$ cat config.mk
export PLATFORM = sky130hd
export DESIGN_NAME = cla_seq_ctrl
export DESIGN_NICKNAME = d
export VERILOG_FILES = /design/src/rtl/cla_seq_ctrl.sv
export SDC_FILE = /design/constraint.sdc
export NUM_CORES = 1
export LEC_CHECK = 0
export ABC_AREA = 1
export BUFFER_PORTS_ARGS = -buffer_cell sky130_fd_sc_hd__buf_2
export CAP_MARGIN = 25
export CORE_UTILIZATION = 45
export CTS_CLUSTER_SIZE = 28
export DETAILED_ROUTE_END_ITERATION = 12
export PLACE_DENSITY = 0.68
export RECOVER_POWER = 50
export SLEW_MARGIN = 20
export SYNTH_ARGS = -nofsm -noshare
export SYNTH_HDL_FRONTEND = slang
export SYNTH_SLANG_ARGS = --single-unit
$ cat constraint.sdc
create_clock -name clk -period 2.8 [get_ports clk]
set_clock_uncertainty 0.15 [all_clocks]
set_input_delay 0.7 -clock clk [delete_from_list [all_inputs] [get_ports clk]]
set_output_delay 0.7 -clock clk [all_outputs]
set_load 0.02 [all_outputs]
$ cat src/rtl/cla_seq_ctrl.sv
// Sequential adder: one SLICE-bit carry-lookahead group per cycle, NS = WIDTH/SLICE cycles per operation.
// Optional feature macro: CLA_SUB_EN (two's-complement subtract via B inversion and carry-in 1).
module cla_seq_ctrl #(
    parameter int WIDTH = 24,
    parameter int SLICE = 4
) (
    input  logic             clk,
    input  logic             rst,
    input  logic             in_valid,
    output logic             in_ready,
    input  logic [WIDTH-1:0] a,
    input  logic [WIDTH-1:0] b,
    input  logic             sub,
    output logic             out_valid,
    input  logic             out_ready,
    output logic [WIDTH-1:0] sum,
    output logic             cout,
    output logic             zero,
    output logic             busy
);
    localparam int NS = WIDTH / SLICE;
    localparam int KW = (NS > 1) ? $clog2(NS) : 1;

    typedef enum logic [1:0] {IDLE, RUN, DONE} state_t;

    state_t           state, state_nxt;
    logic [WIDTH-1:0] a_q, b_q, sum_q;
    logic [KW-1:0]    k_q;
    logic             carry_q, cout_q;
    logic             accept, last_slice;
    logic             carry_load;
    logic [SLICE-1:0] a_sl, b_sl, p, g, s_sl;
    logic [SLICE:0]   c;
    logic             cc, t;

`ifdef CLA_SUB_EN
    logic sub_q;
    assign carry_load = sub;
    assign b_sl       = sub_q ? ~b_q[k_q*SLICE +: SLICE] : b_q[k_q*SLICE +: SLICE];
`else
    logic unused_sub;
    assign unused_sub = sub;
    assign carry_load = 1'b0;
    assign b_sl       = b_q[k_q*SLICE +: SLICE];
`endif

    assign accept     = (state == IDLE) && in_valid && !rst;
    assign last_slice = (k_q == KW'(NS - 1));
    assign a_sl       = a_q[k_q*SLICE +: SLICE];
    assign p          = a_sl ^ b_sl;
    assign g          = a_sl & b_sl;

    // Each carry is a flat sum of products over the generate/propagate terms and the group carry-in.
    always_comb begin
        c  = '0;
        cc = 1'b0;
        t  = 1'b0;
        c[0] = carry_q;
        for (int i = 0; i < SLICE; i++) begin
            cc = g[i];
            for (int j = 0; j < i; j++) begin
                t = g[j];
                for (int m = j + 1; m <= i; m++) t = t & p[m];
                cc = cc | t;
            end
            t = carry_q;
            for (int m = 0; m <= i; m++) t = t & p[m];
            cc = cc | t;
            c[i+1] = cc;
        end
    end

    assign s_sl = p ^ c[SLICE-1:0];

    always_ff @(posedge clk) begin
        if (rst) state <= IDLE;
        else     state <= state_nxt;
    end

    always_comb begin
        state_nxt = state;
        case (state)
            IDLE:    if (in_valid)   state_nxt = RUN;
            RUN:     if (last_slice) state_nxt = DONE;
            DONE:    if (out_ready)  state_nxt = IDLE;
            default:                 state_nxt = IDLE;
        endcase
    end

    always_ff @(posedge clk) begin
        if (rst) begin
            a_q     <= '0;
            b_q     <= '0;
            k_q     <= '0;
            carry_q <= 1'b0;
            sum_q   <= '0;
            cout_q  <= 1'b0;
`ifdef CLA_SUB_EN
            sub_q   <= 1'b0;
`endif
        end else if (accept) begin
            a_q     <= a;
            b_q     <= b;
            k_q     <= '0;
            carry_q <= carry_load;
`ifdef CLA_SUB_EN
            sub_q   <= sub;
`endif
        end else if (state == RUN) begin
            sum_q[k_q*SLICE +: SLICE] <= s_sl;
            carry_q <= c[SLICE];
            k_q     <= k_q + KW'(1);
            if (last_slice) cout_q <= c[SLICE];
        end
    end

    assign in_ready  = (state == IDLE) || rst;
    assign out_valid = (state == DONE);
    assign busy      = (state != IDLE);
    assign sum       = sum_q;
    assign cout      = cout_q;
    assign zero      = rst || (sum_q == '0);
endmodule

* Yosys cells after proc, flatten, opt, wreduce, memory -nomap -nowiden
Cells that the tools add are included.
** Storage, ports and cells
- Bits in read-only memories :: 0
- Bits in writable memories :: 0
- Word-level logic and storage cells :: 60
- Input bits :: 53
- Output and inout port bits :: 29
- Bits in latches :: 0
- Register bits after elaboration :: 79
- Memories kept :: 0
** Operators by class
- Equality and inequality tests :: 6
- Reductions and logical operators :: 12
- Shift-type cells :: 4
- Mux-type cells :: 5
- Order comparisons :: 0
- $mul :: 0
- Bitwise operators :: 24
- Divide/modulo/power cells :: 0
- Add/sub/neg operators :: 2
** Operator list (count)
- $shiftx A24 B6 Y4 :: 2
- $neg A5 Y34 :: 1
- $shift A4 B34 Y24 const A :: 1
- $shiftx A4 B34 Y24 :: 1
- $bwmux W24 :: 1
- $logic_not A24 Y1 :: 1
- $and A1 B1 Y1 :: 10
- $or A1 B1 Y1 :: 10
- $xor A4 B4 Y4 :: 2
- $mux W2 :: 3
- $pmux W2 S3 :: 1
- $reduce_and A3 Y1 :: 2
- $and A4 B4 Y4 :: 1
- $ne A2 B2 Y1 const B :: 2
- $add A3 B1 Y3 const B :: 1
- $eq A3 B3 Y1 const B :: 1
- $eq A2 B1 Y1 const B :: 1
- $eq A2 B2 Y1 const B :: 1
- $logic_and A1 B1 Y1 :: 2
- $logic_not A2 Y1 :: 1
- $logic_or A1 B1 Y1 :: 2
- $ne A2 B1 Y1 const B :: 1
- $reduce_and A2 Y1 :: 1
- $reduce_bool A2 Y1 :: 1
- other kinds (3) :: 3

* Logic depth before layout (Yosys ltp)
Gate-level depths: netlist (run 1).
- Depth in word-level cells :: 10
- Mapped depth :: 16
- Gate-level depth less buffers :: 16

* Worst setup path after synthesis (run 1)
No wires, ideal clock.
- Path type :: register to register
- Start :: reg k_q[0]
- End :: reg carry_q
- Path slack :: 0.349 ns
- Arrival time :: 2.186 ns
- Required time :: 2.535 ns
- Clock period less this slack :: 2.451 ns
- Cell stages (with the launch flop) :: 15
- Library setup time :: 0.115 ns
- Cell sequence :: dfxtp_1 -> inv_2 -> buf_1 -> nor2_1 -> o21ai_0 -> ha_1 -> ha_1 -> nand2_1 -> nand3_1 -> nand2_1 -> nand2_1 -> nand2_1 -> nand2_1 -> o21ai_0 -> inv_1
** Between the ends
- Cells in the longest elaborated chain, start to end :: 9
- Elaborated cells between the ends (all ways) :: 18
- Those cells by class :: shift (2); bitwise (16)
** Ends and longest elaborated chain
- start: declaration :: line 28 : logic [KW-1:0] k_q;
- start signal: assignment :: line 112 : k_q <= k_q + KW'(1);
- $shiftx A24 B6 Y4 (on tied branches) :: line 49, 44
- $and A4 B4 Y4 or $xor A4 B4 Y4 (tied branches) :: line 51, 50
- $and A1 B1 Y1 (3 in a row) :: line 63 : for (int m = j + 1; m <= i; m++) t = t & p[m];
- $or A1 B1 Y1 (3 in a row) :: line 64 : cc = cc | t;
- $or A1 B1 Y1 * :: line 68 : cc = cc | t;
- end signal: assignment :: line 105 : carry_q <= carry_load;
- end signal: assignment :: line 111 : carry_q <= c[SLICE];
- end: declaration :: line 29 : logic carry_q, cout_q;
Every way passes the cells marked *; elsewhere a longest branch is shown, timed or not.
A chain may end at the register's enable or synchronous reset.

* Worst setup path in the final report (run 1)
- Start :: reg k_q[2]
- End :: reg cout_q (netlist: cout)
** Between the ends
- Cells in the longest elaborated chain, start to end :: 9
- Elaborated cells between the ends (all ways) :: 20
- Those cells by class :: eq/ne (1); shift (2); bitwise (16); reduce/logical (1)
** Ends and longest elaborated chain
- $shiftx A24 B6 Y4 (on tied branches) :: line 49, 44
- $and A4 B4 Y4 or $xor A4 B4 Y4 (tied branches) :: line 51, 50
- $and A1 B1 Y1 (3 in a row) :: line 63
- $or A1 B1 Y1 (3 in a row) :: line 64
- $or A1 B1 Y1 :: line 68
- end signal: assignment :: line 113 : if (last_slice) cout_q <= c[SLICE];
- end: declaration :: line 29
Several ways; a longest one is shown, not always the timed one.

==> results of run 1 <==
## critical path, cell delays in order (launching register included)
cell and delay [ps]:
dfxtp_2 390, inv_2 50, buf_4 150, nand2_1 140, a21oi_1 80, o21ai_0 100
o221ai_1 180, ha_1 370, nand2_1 110, nand3_1 70, nand2_1 100, nand2_1 60
nand2_1 140, nand2_1 110, o21ai_0 180, inv_1 60
## area by class of cell
type	instances	area, um2	share of cell area
multi-input combinational	296	1610	0.366
sequential	79	1590	0.361
timing repair buffer	98	502	0.114
inverter	89	338	0.0769
clock buffer	11	151	0.0345
tap	102	128	0.0291
clock inverter	5	80.1	0.0182
## flip-flops by register name (all words and copies together), names as in the netlist
| signal | count |
|---|---|
| state | 2 |
| sum | 24 |
| b_q | 24 |
| k_q | 3 |
| carry_q | 1 |
| a_q | 24 |
| cout | 1 |
## placed cells by master (no fill, tap or decap), drive strengths merged
| cell | synthesis | routed |
|---|---|---|
| clkinvlp | 0 | 2 |
| nor4 | 6 | 6 |
| nand3 | 49 | 49 |
| clkbuf | 12 | 36 |
| dfxtp | 79 | 79 |
| buf | 10 | 73 |
| nand4 | 6 | 6 |
| ha | 11 | 11 |
| fa | 1 | 1 |
| nor2 | 39 | 39 |
| nor3 | 2 | 2 |
| bufinv | 0 | 2 |
| nand2 | 45 | 45 |
| xor2 | 1 | 1 |
| a211oi | 2 | 2 |
| inv | 87 | 87 |
| a21oi | 33 | 33 |
| o21ai | 83 | 83 |
| a22oi | 2 | 2 |
| clkinv | 2 | 3 |
| o221ai | 5 | 5 |
| o22ai | 11 | 11 |
## worst min-delay path by stage
stage | endpoint | cells past startpoint | startpoint
4_1_cts | sum[13] | 2 | sum[13]
3_3_place_gp | a_q[7] | 2 | a_q[7]
2_1_floorplan | a_q[0] | 2 | a_q[0]
3_5_place_dp | a_q[11] | 2 | a_q[11]
5_1_grt | a_q[1] | 2 | a_q[1]
6_report | b_q[1] | 2 | b_q[1]
## Yosys cell counts (all sizes together)
master  count
nor2       39
nand2      45
nand4       6
inv        87
nand3      49
dfxtp      79
buf        10
fa          1
nor3        2
clkbuf     12
o221ai      5
a21oi      33
o21ai      83
ha         11
a211oi      2
clkinv      2
nor4        6
a22oi       2
xor2        1
o22ai      11
## cells by family (layout without fill, tap and decap cells)
logic type               after synthesis  after routing  share of synthesized area
AND/OR/NAND/NOR                      147            147                      0.198
buffers and inverters                111            203                      0.118
flip-flops                            79             79                      0.437
AO/OA/AOI/OAI                        136            136                      0.201
adder cells (fa/ha/maj)               12             12                     0.0435
XOR/XNOR                               1              1                    0.00242
## layer usage
layer / part of all wire / global-route usage / vias to the layer above
li1: - / - / 1789
met2: 0.45 / 0.370 / 112
met1: 0.47 / 0.301 / 1538
met4: 0.018 / 0.0911 / 0
met5: 0 / 0 / -
met3: 0.060 / 0.0307 / 12
## where the power goes
part	switching [mW]	leakage, nW	total, mW	internal [mW]
registers	0.0318	0.647	1.21	1.18
clock network	0.423	0.112	0.972	0.549
logic	0.256	1.29	0.403	0.147
total	0.711	2.05	2.59	1.88
## stage by stage
stage / hold slack (ps) / worst slack (ps) / util / cell area [um2] / cells
after CTS: 330 / 112 / 0.569 / 4420 / 680
after detailed placement: 317 / 138 / 0.540 / 4190 / 664
final: 329 / 250 / 0.566 / 4390 / 680
after global placement: 310 / 221 / 0.540 / 4190 / 664
after floorplan: 298 / 349 / - / 3620 / 486
after global routing: 357 / 8.98 / 0.566 / 4390 / 680
## timing repair
item,4_1_cts,5_1_grt
resized for setup,0,7
hold buffers,0,0
setup endpoints to repair,0,10
==> results.yml, run 1 <==
detailed_routing:
  viasPerCell: 5.08
  firstDrtPassIters: 4
  wl_per_cell_um: 13.1
  ant_nets: 0
  drc: 0
  dr.first_iter.drc_count: 129
  via_count: 3451
  wirelength_um: 8880
timing:
  worstMarginPinSlew_ps: 1590
  fin_crit_sh: 0.911
  report.final.hold_viol_count: 0
  period_minus_slack_ps: 2550
  max-slew-margin-rel: -0.0582
  slew_violations: 39
  setup_viol: 0
  rsz0062_at_grt: "false"
  setup_tns_ps: 0
  fmax_mhz: 392
setup_path:
  r2r_cells: 15
  crit_required_ps: 2890
  rr_startpoint: "k_q[2]"
  crit_start: "k_q[2]"
  ff2ff_setup_slack_ps: 250
  critPathMaxFanout: 7
  worstSetupPathType: "reg -> reg"
  cp-end-kind: "flip-flop"
  rr_endpoint: "cout"
  crit_path_end: "cout"
  worstPathArrival_ps: 2640
  start_kind: "flip-flop"
grt:
  grt_pass1_vias: 3365
  grt_max_degree: 49
  grt_first_pass_wirelength_um: 15200
  gr-total-overflow: 0
  globalRouteTotalUtil: 0.226
  antenna_found_initial: 0
die:
  die_y_um: 91.7
  io_pins: 82
  die_w_um: 91.7
  start_util: 0.466
  rows: 32
  fp.coreArea_um2: 7770
  die_area_um2: 8410
clock_network:
  numCtsBuffers: 9
  clkTransAtPathRegs_ps: 90
  clk_latency_ps: 360
  cts_tree: "built"
  cts_sinks: 79
  post_cts_buffers: 0
  cts-htree-levels: 3
  cts_root_buf: "clkbuf_8"
  clockBufferDepth: 2
cells_and_area:
  nFillCells: 788
  fin_nets: 638
  synthToLayoutAreaGrowth_pct: 21.3
  layout-drive-gt1-share: 0.199
  antenna_cells: 0
synthesis:
  avgSynthCellArea_um2: 7.45
  synthCells: 486
  synth_warnings: 0
  synth_top_area_share: 0.437
  ys_seq_area_frac: 0.437
  synth_area_um2: 3620
  ys_top_cells_by_area: "dfxtp_1, o21ai_0, inv_1"
  ys_seq_elements: 79
  yosys.area.top_type: "dfxtp_1"
  syn_nets: 551
  ys_types: 30
power:
  power.static_leakage_nw: 2.05
  p_per_area_nw_per_um2: 589
  ir_drop_mv: 0.277
  power.total_mw: 2.59
run_status:
  violations: "max-capacitance violations, max-slew violations"
  status: "finished, violations left"
placement:
  dp_hpwl_um: 6530
  globalplace.congestion: 0.888
  io_buffers: 80
min_path:
  hp-class: "reg -> reg"
job:
  max_cap_viol_count: 1
Note: power is estimated with default switching activity, not from simulation.
==> run 2, diff against run 1 <==
--- a/config.mk
+++ b/config.mk
@@ -11,7 +11,7 @@
 export CORE_UTILIZATION = 45
 export CTS_CLUSTER_SIZE = 28
 export DETAILED_ROUTE_END_ITERATION = 12
-export PLACE_DENSITY = 0.68
+export PLACE_DENSITY = 0.72
 export RECOVER_POWER = 50
 export SLEW_MARGIN = 20
 export SYNTH_ARGS = -nofsm -noshare
==> results.yml, run 2 (synthesized netlist as in run 1, its figures left out) <==
run_status:
  status: "finished, final reports clean"
timing:
  fmax_mhz: 397
  rsz0062_at_grt: "false"
  fin_crit_sh: 0.900
  setup_viol: 0
  setup_tns_ps: 0
  max-slew-margin-rel: 0.482
  report.final.hold_viol_count: 0
  slew_violations: 0
  worstMarginPinSlew_ps: 777
  period_minus_slack_ps: 2520
power:
  p_int_mw: 1.72
  ir_drop_mv: 0.334
  p_clk_frac: 0.331
  combinationalPowerShare: 0.168
  power.static_leakage_nw: 2.06
  power_frac_seq: 0.501
  p_per_area_nw_per_um2: 553
  p_sw_uw: 697
  swShare: 0.288
cells_and_area:
  antenna_cells: 0
  synthToLayoutAreaGrowth_pct: 21.0
  final_cell_mix: "inv_1, dfxtp_1, o21ai_0"
  layout-drive-gt1-share: 0.213
  fin_nets: 638
  final_cell_area_um2: 4380
  final_common_cell: "inv_1"
setup_path:
  rr_startpoint: "k_q[2]"
  cp_slowest_stage_delay_ps: 340
  cp_cell_sequence: "inv_2 -> nor2_2 -> o21ai_0 -> o21ai_0 -> ha_1 -> ha_1 -> nand2_1 -> nand3_1 -> nand2_1 -> nand3_1 -> nand4_1 -> a21oi_1"
  ff2ff_setup_slack_ps: 280
  worstSetupPathType: "reg -> reg"
  crit_start: "k_q[2]"
  crit_slowest_cell: "dfxtp_1"
  critPathMaxFanout: 5
  worstPathArrival_ps: 2600
  crit_required_ps: 2880
  start_kind: "flip-flop"
  cp-end-kind: "flip-flop"
  rr_endpoint: "sum[23]"
  r2r_cells: 12
placement:
  io_buffers: 80
  place_area_um2: 4190
  dp_hpwl_um: 6480
  globalplace.congestion: 0.883
die:
  die_y_um: 91.7
  rows: 32
  start_util: 0.466
  fp.coreArea_um2: 7770
  die_area_um2: 8410
  die_w_um: 91.7
  io_pins: 82
min_path:
  holdPathEnd: "a_q[4]"
  hold_depth: 2
  worstHoldStart: "a_q[4]"
  hp-class: "reg -> reg"
grt:
  globalRouteTotalUtil: 0.229
  gr-total-overflow: 0
  antenna_found_initial: 0
  grt_pass1_vias: 3380
  grt_max_degree: 49
  grt_first_pass_wirelength_um: 15300
job:
  max_cap_viol_count: 0
clock_network:
  cts_sinks: 79
  cts_hold_buf: 0
  clkTransAtPathRegs_ps: 80
  post_cts_buffers: 0
  ctsResizeCount: 0
  clk_latency_ps: 340
  cts_tree: "built"
  cts-htree-levels: 3
  numCtsBuffers: 9
  cts_root_buf: "clkbuf_8"
  clockBufferDepth: 2
detailed_routing:
  viasPerCell: 5.09
  wirelength_um: 8730
  ant_nets: 0
  drc: 0
  wl_per_cell_um: 12.8
  via_count: 3459
  dr.first_iter.drc_count: 217
  firstDrtPassIters: 5
[run 2: cell count changes in the layout (fill, tap and decap cells not counted), moves of 2 or more]
| cell | change |
|---|---|
| nor2_2 | +2 |
| o21ai_0 | +2 |
| nand2_1 | -2 |
| buf_2 | +5 |
| nor2_1 | -2 |
| clkbuf_1 | -6 |
| nand2_2 | +2 |
| dfxtp_1 | +2 |
| bufinv_16 | -2 |
| dfxtp_2 | -2 |
| o21ai_1 | -2 |
[run 2: per-stage QoR]
stage	cells	total power [mW]	hold WS, ps	utilization	setup WS [ps]
detailed placement	664	1.64	315	0.540	220
global placement	664	1.63	311	0.540	260
finish	680	2.42	330	0.564	281
global route	680	2.56	354	0.564	11.2
CTS	680	2.43	326	0.565	203
floorplan	486	1.49	298	-	349
[run 2: layout make-up]
cell class / count / area, um2
repair buffers: 98 / 513
fillers: 794 / 3390
multi-input cells: 296 / 1630
well taps: 102 / 128
clock buffers: 12 / 165
clock inverters: 4 / 28.8
inverters: 89 / 338
flip-flops and latches: 79 / 1580
[run 2: worst max-delay path: cells and delay by family, from the launching register on]
kind	cells	cell delay (ps)
and+or+nand+nor	6	840
AOI/OAI and AO/OA	3	540
buffers and inverters	1	40
adders and majority gates	2	490
DFF	1	340
[run 2: metal layers]
metal	part of all wire	GRT usage	vias up
li1	-	-	1777
met1	0.46	0.296	1584
met2	0.47	0.378	88
met3	0.052	0.0456	10
met4	0.013	0.0820	0
met5	0	0	-
[run 2: how the worst max path moves through the flow]
| stage | end | slack [ps] | cells after the start |
|---|---|---|---|
| after CTS | sum[6] | 200 | 15 |
| after global placement | sum[6] | 260 | 15 |
| final | sum[23] | 280 | 12 |
| after global routing | cout | 10 | 15 |
| after floorplan | carry_q | 350 | 14 |
| after detailed placement | sum[6] | 220 | 15 |
[run 2: power by group through the flow]
stage          sequential, mW  clock, mW  combinational [mW]
3_5_place_dp             1.24          0               0.400
5_1_grt                  1.22      0.878               0.462
2_1_floorplan            1.24          0               0.247
4_1_cts                  1.21      0.821               0.402
6_report                 1.21      0.802               0.408
3_3_place_gp             1.24          0               0.394
==> run 3, diff against run 2 <==
--- a/config.mk
+++ b/config.mk
@@ -8,10 +8,10 @@
 export ABC_AREA = 1
 export BUFFER_PORTS_ARGS = -buffer_cell sky130_fd_sc_hd__buf_2
 export CAP_MARGIN = 25
-export CORE_UTILIZATION = 45
+export CORE_UTILIZATION = 30
 export CTS_CLUSTER_SIZE = 28
 export DETAILED_ROUTE_END_ITERATION = 12
-export PLACE_DENSITY = 0.72
+export PLACE_DENSITY = 0.53
 export RECOVER_POWER = 50
 export SLEW_MARGIN = 20
 export SYNTH_ARGS = -nofsm -noshare
==> results.yml, run 3 (synthesized netlist as in run 1, its figures left out) <==
setup_path:
  crit_slowest_cell: "clkbuf_2"
  critPathMaxFanout: 48
  start_kind: "input pin"
  crit_buf_inv: 4
  worstPathArrival_ps: 2630
  crit_required_ps: 2830
  cp-end-kind: "flip-flop"
  worstSetupPathType: "in -> reg"
  timing.critical_path.mode_cell: "clkbuf_2"
  cp_cell_sequence: "buf_2 -> inv_1 -> clkbuf_2 -> nand3_1 -> clkbuf_2 -> o21ai_0"
  cp_slowest_stage_delay_ps: 670
  crit_family: "buffers and inverters"
cells_and_area:
  nFillCells: 1255
  synthToLayoutAreaGrowth_pct: 25.8
  antenna_cells: 0
  layout-drive-gt1-share: 0.196
  multi_input_area_um2: 1610
  final_cell_mix: "inv_1, dfxtp_1, o21ai_0"
  final_util: 0.392
  fin_nets: 643
  seqCellArea_um2: 1580
  final_cell_area_um2: 4550
  final_common_cell: "inv_1"
power:
  p_per_area_nw_per_um2: 619
  ir_drop_mv: 0.228
  power.static_leakage_nw: 2.11
die:
  die_w_um: 112
  fp.coreArea_um2: 11600
  rows: 39
  io_pins: 82
  die_area_um2: 12500
  start_util: 0.312
  die_y_um: 112
timing:
  report.final.hold_viol_count: 0
  max-slew-margin-rel: 0.427
  fmax_mhz: 385
  hold_ws_ps: 329
  period_minus_slack_ps: 2600
  fin_crit_sh: 0.928
  setup_viol: 0
  setup_tns_ps: 0
  slew_violations: 0
  setup_ws_ps: 201
  rsz0062_at_grt: "false"
  worstMarginPinSlew_ps: 860
detailed_routing:
  firstDrtPassIters: 9
  drc: 3
  wirelength_um: 9480
  dr.first_iter.drc_count: 188
  ant_nets: 0
  viasPerCell: 4.70
  via_count: 3415
  wl_per_cell_um: 13.1
placement:
  globalplace.congestion: 0.827
  place_area_um2: 4290
  pre_cts_ws_ps: 165
  io_buffers: 80
  dp_hpwl_um: 7040
clock_network:
  numCtsBuffers: 9
  ctsResizeCount: 0
  post_cts_buffers: 0
  clk_latency_ps: 330
  cts_tree: "built"
  cts_hold_buf: 0
  clkTransAtPathRegs_ps: 60
  cts_root_buf: "clkbuf_16"
  cts_sinks: 79
  cts-htree-levels: 3
  clockBufferDepth: 2
grt:
  globalRouteTotalUtil: 0.158
  antenna_found_initial: 0
  grt_pass1_vias: 3268
  grt_first_pass_wirelength_um: 15700
  gr-total-overflow: 0
  grt_max_degree: 49
job:
  max_cap_viol_count: 0
run_status:
  status: "finished, violations left"
  violations: "design-rule violations"
min_path:
  hp-class: "reg -> reg"
run 3: cell count changes in the layout (fill, tap and decap cells not counted), sizes merged:
| cell | before | now |
|---|---|---|
| buf | 78 | 74 |
| inv | 87 | 89 |
| clkinv | 4 | 5 |
| bufinv | 0 | 1 |
| clkbuf | 32 | 39 |
| clkinvlp | 2 | 0 |
run 3: layer usage:
metal  global-route usage  up-vias  wire (um)
li1                     -     1789          -
met1                0.205     1536       4630
met2                0.260       79       4370
met3               0.0310       11        358
met4               0.0568        0        127
met5                    0        -          0
run 3: worst register-to-register path, delay by kind of cell, from the launching register on:
family,cells,cell delay [ps]
DFF,1,310
AOI/OAI and AO/OA,3,520
adders and majority gates,2,440
buffers and inverters,2,220
and+or+nand+nor,7,820
run 3: layout make-up:
cell class              count  share of cell area
flip-flops and latches     79               0.347
repair buffers            103               0.120
well taps                 143              0.0393
inverters                  89              0.0736
multi-input cells         296               0.353
clock buffers              10              0.0525
clock inverters             6              0.0146
run 3: report_power, final:
part,switching (mW),total [mW],leakage [nW],internal [mW]
sequential,0.0302,1.21,0.646,1.18
clock,0.474,1.19,0.153,0.719
combinational,0.255,0.414,1.31,0.159
total,0.759,2.82,2.11,2.06
run 3: worst paths after layout:
kind	from	endpoint	slack (ps)	depth (start not counted)
min	b_q[0]	b_q[0]	330	2
max	rst	a_q[19]	200	6
max reg2reg	k_q[1]	cout	250	14
min reg2reg	b_q[0]	b_q[0]	330	2
run 3: through the flow:
stage	total power [mW]	instances
floorplan	1.49	486
finish	2.82	726
detailed placement	1.66	710
CTS	2.86	726
global placement	1.66	710
global route	2.96	726
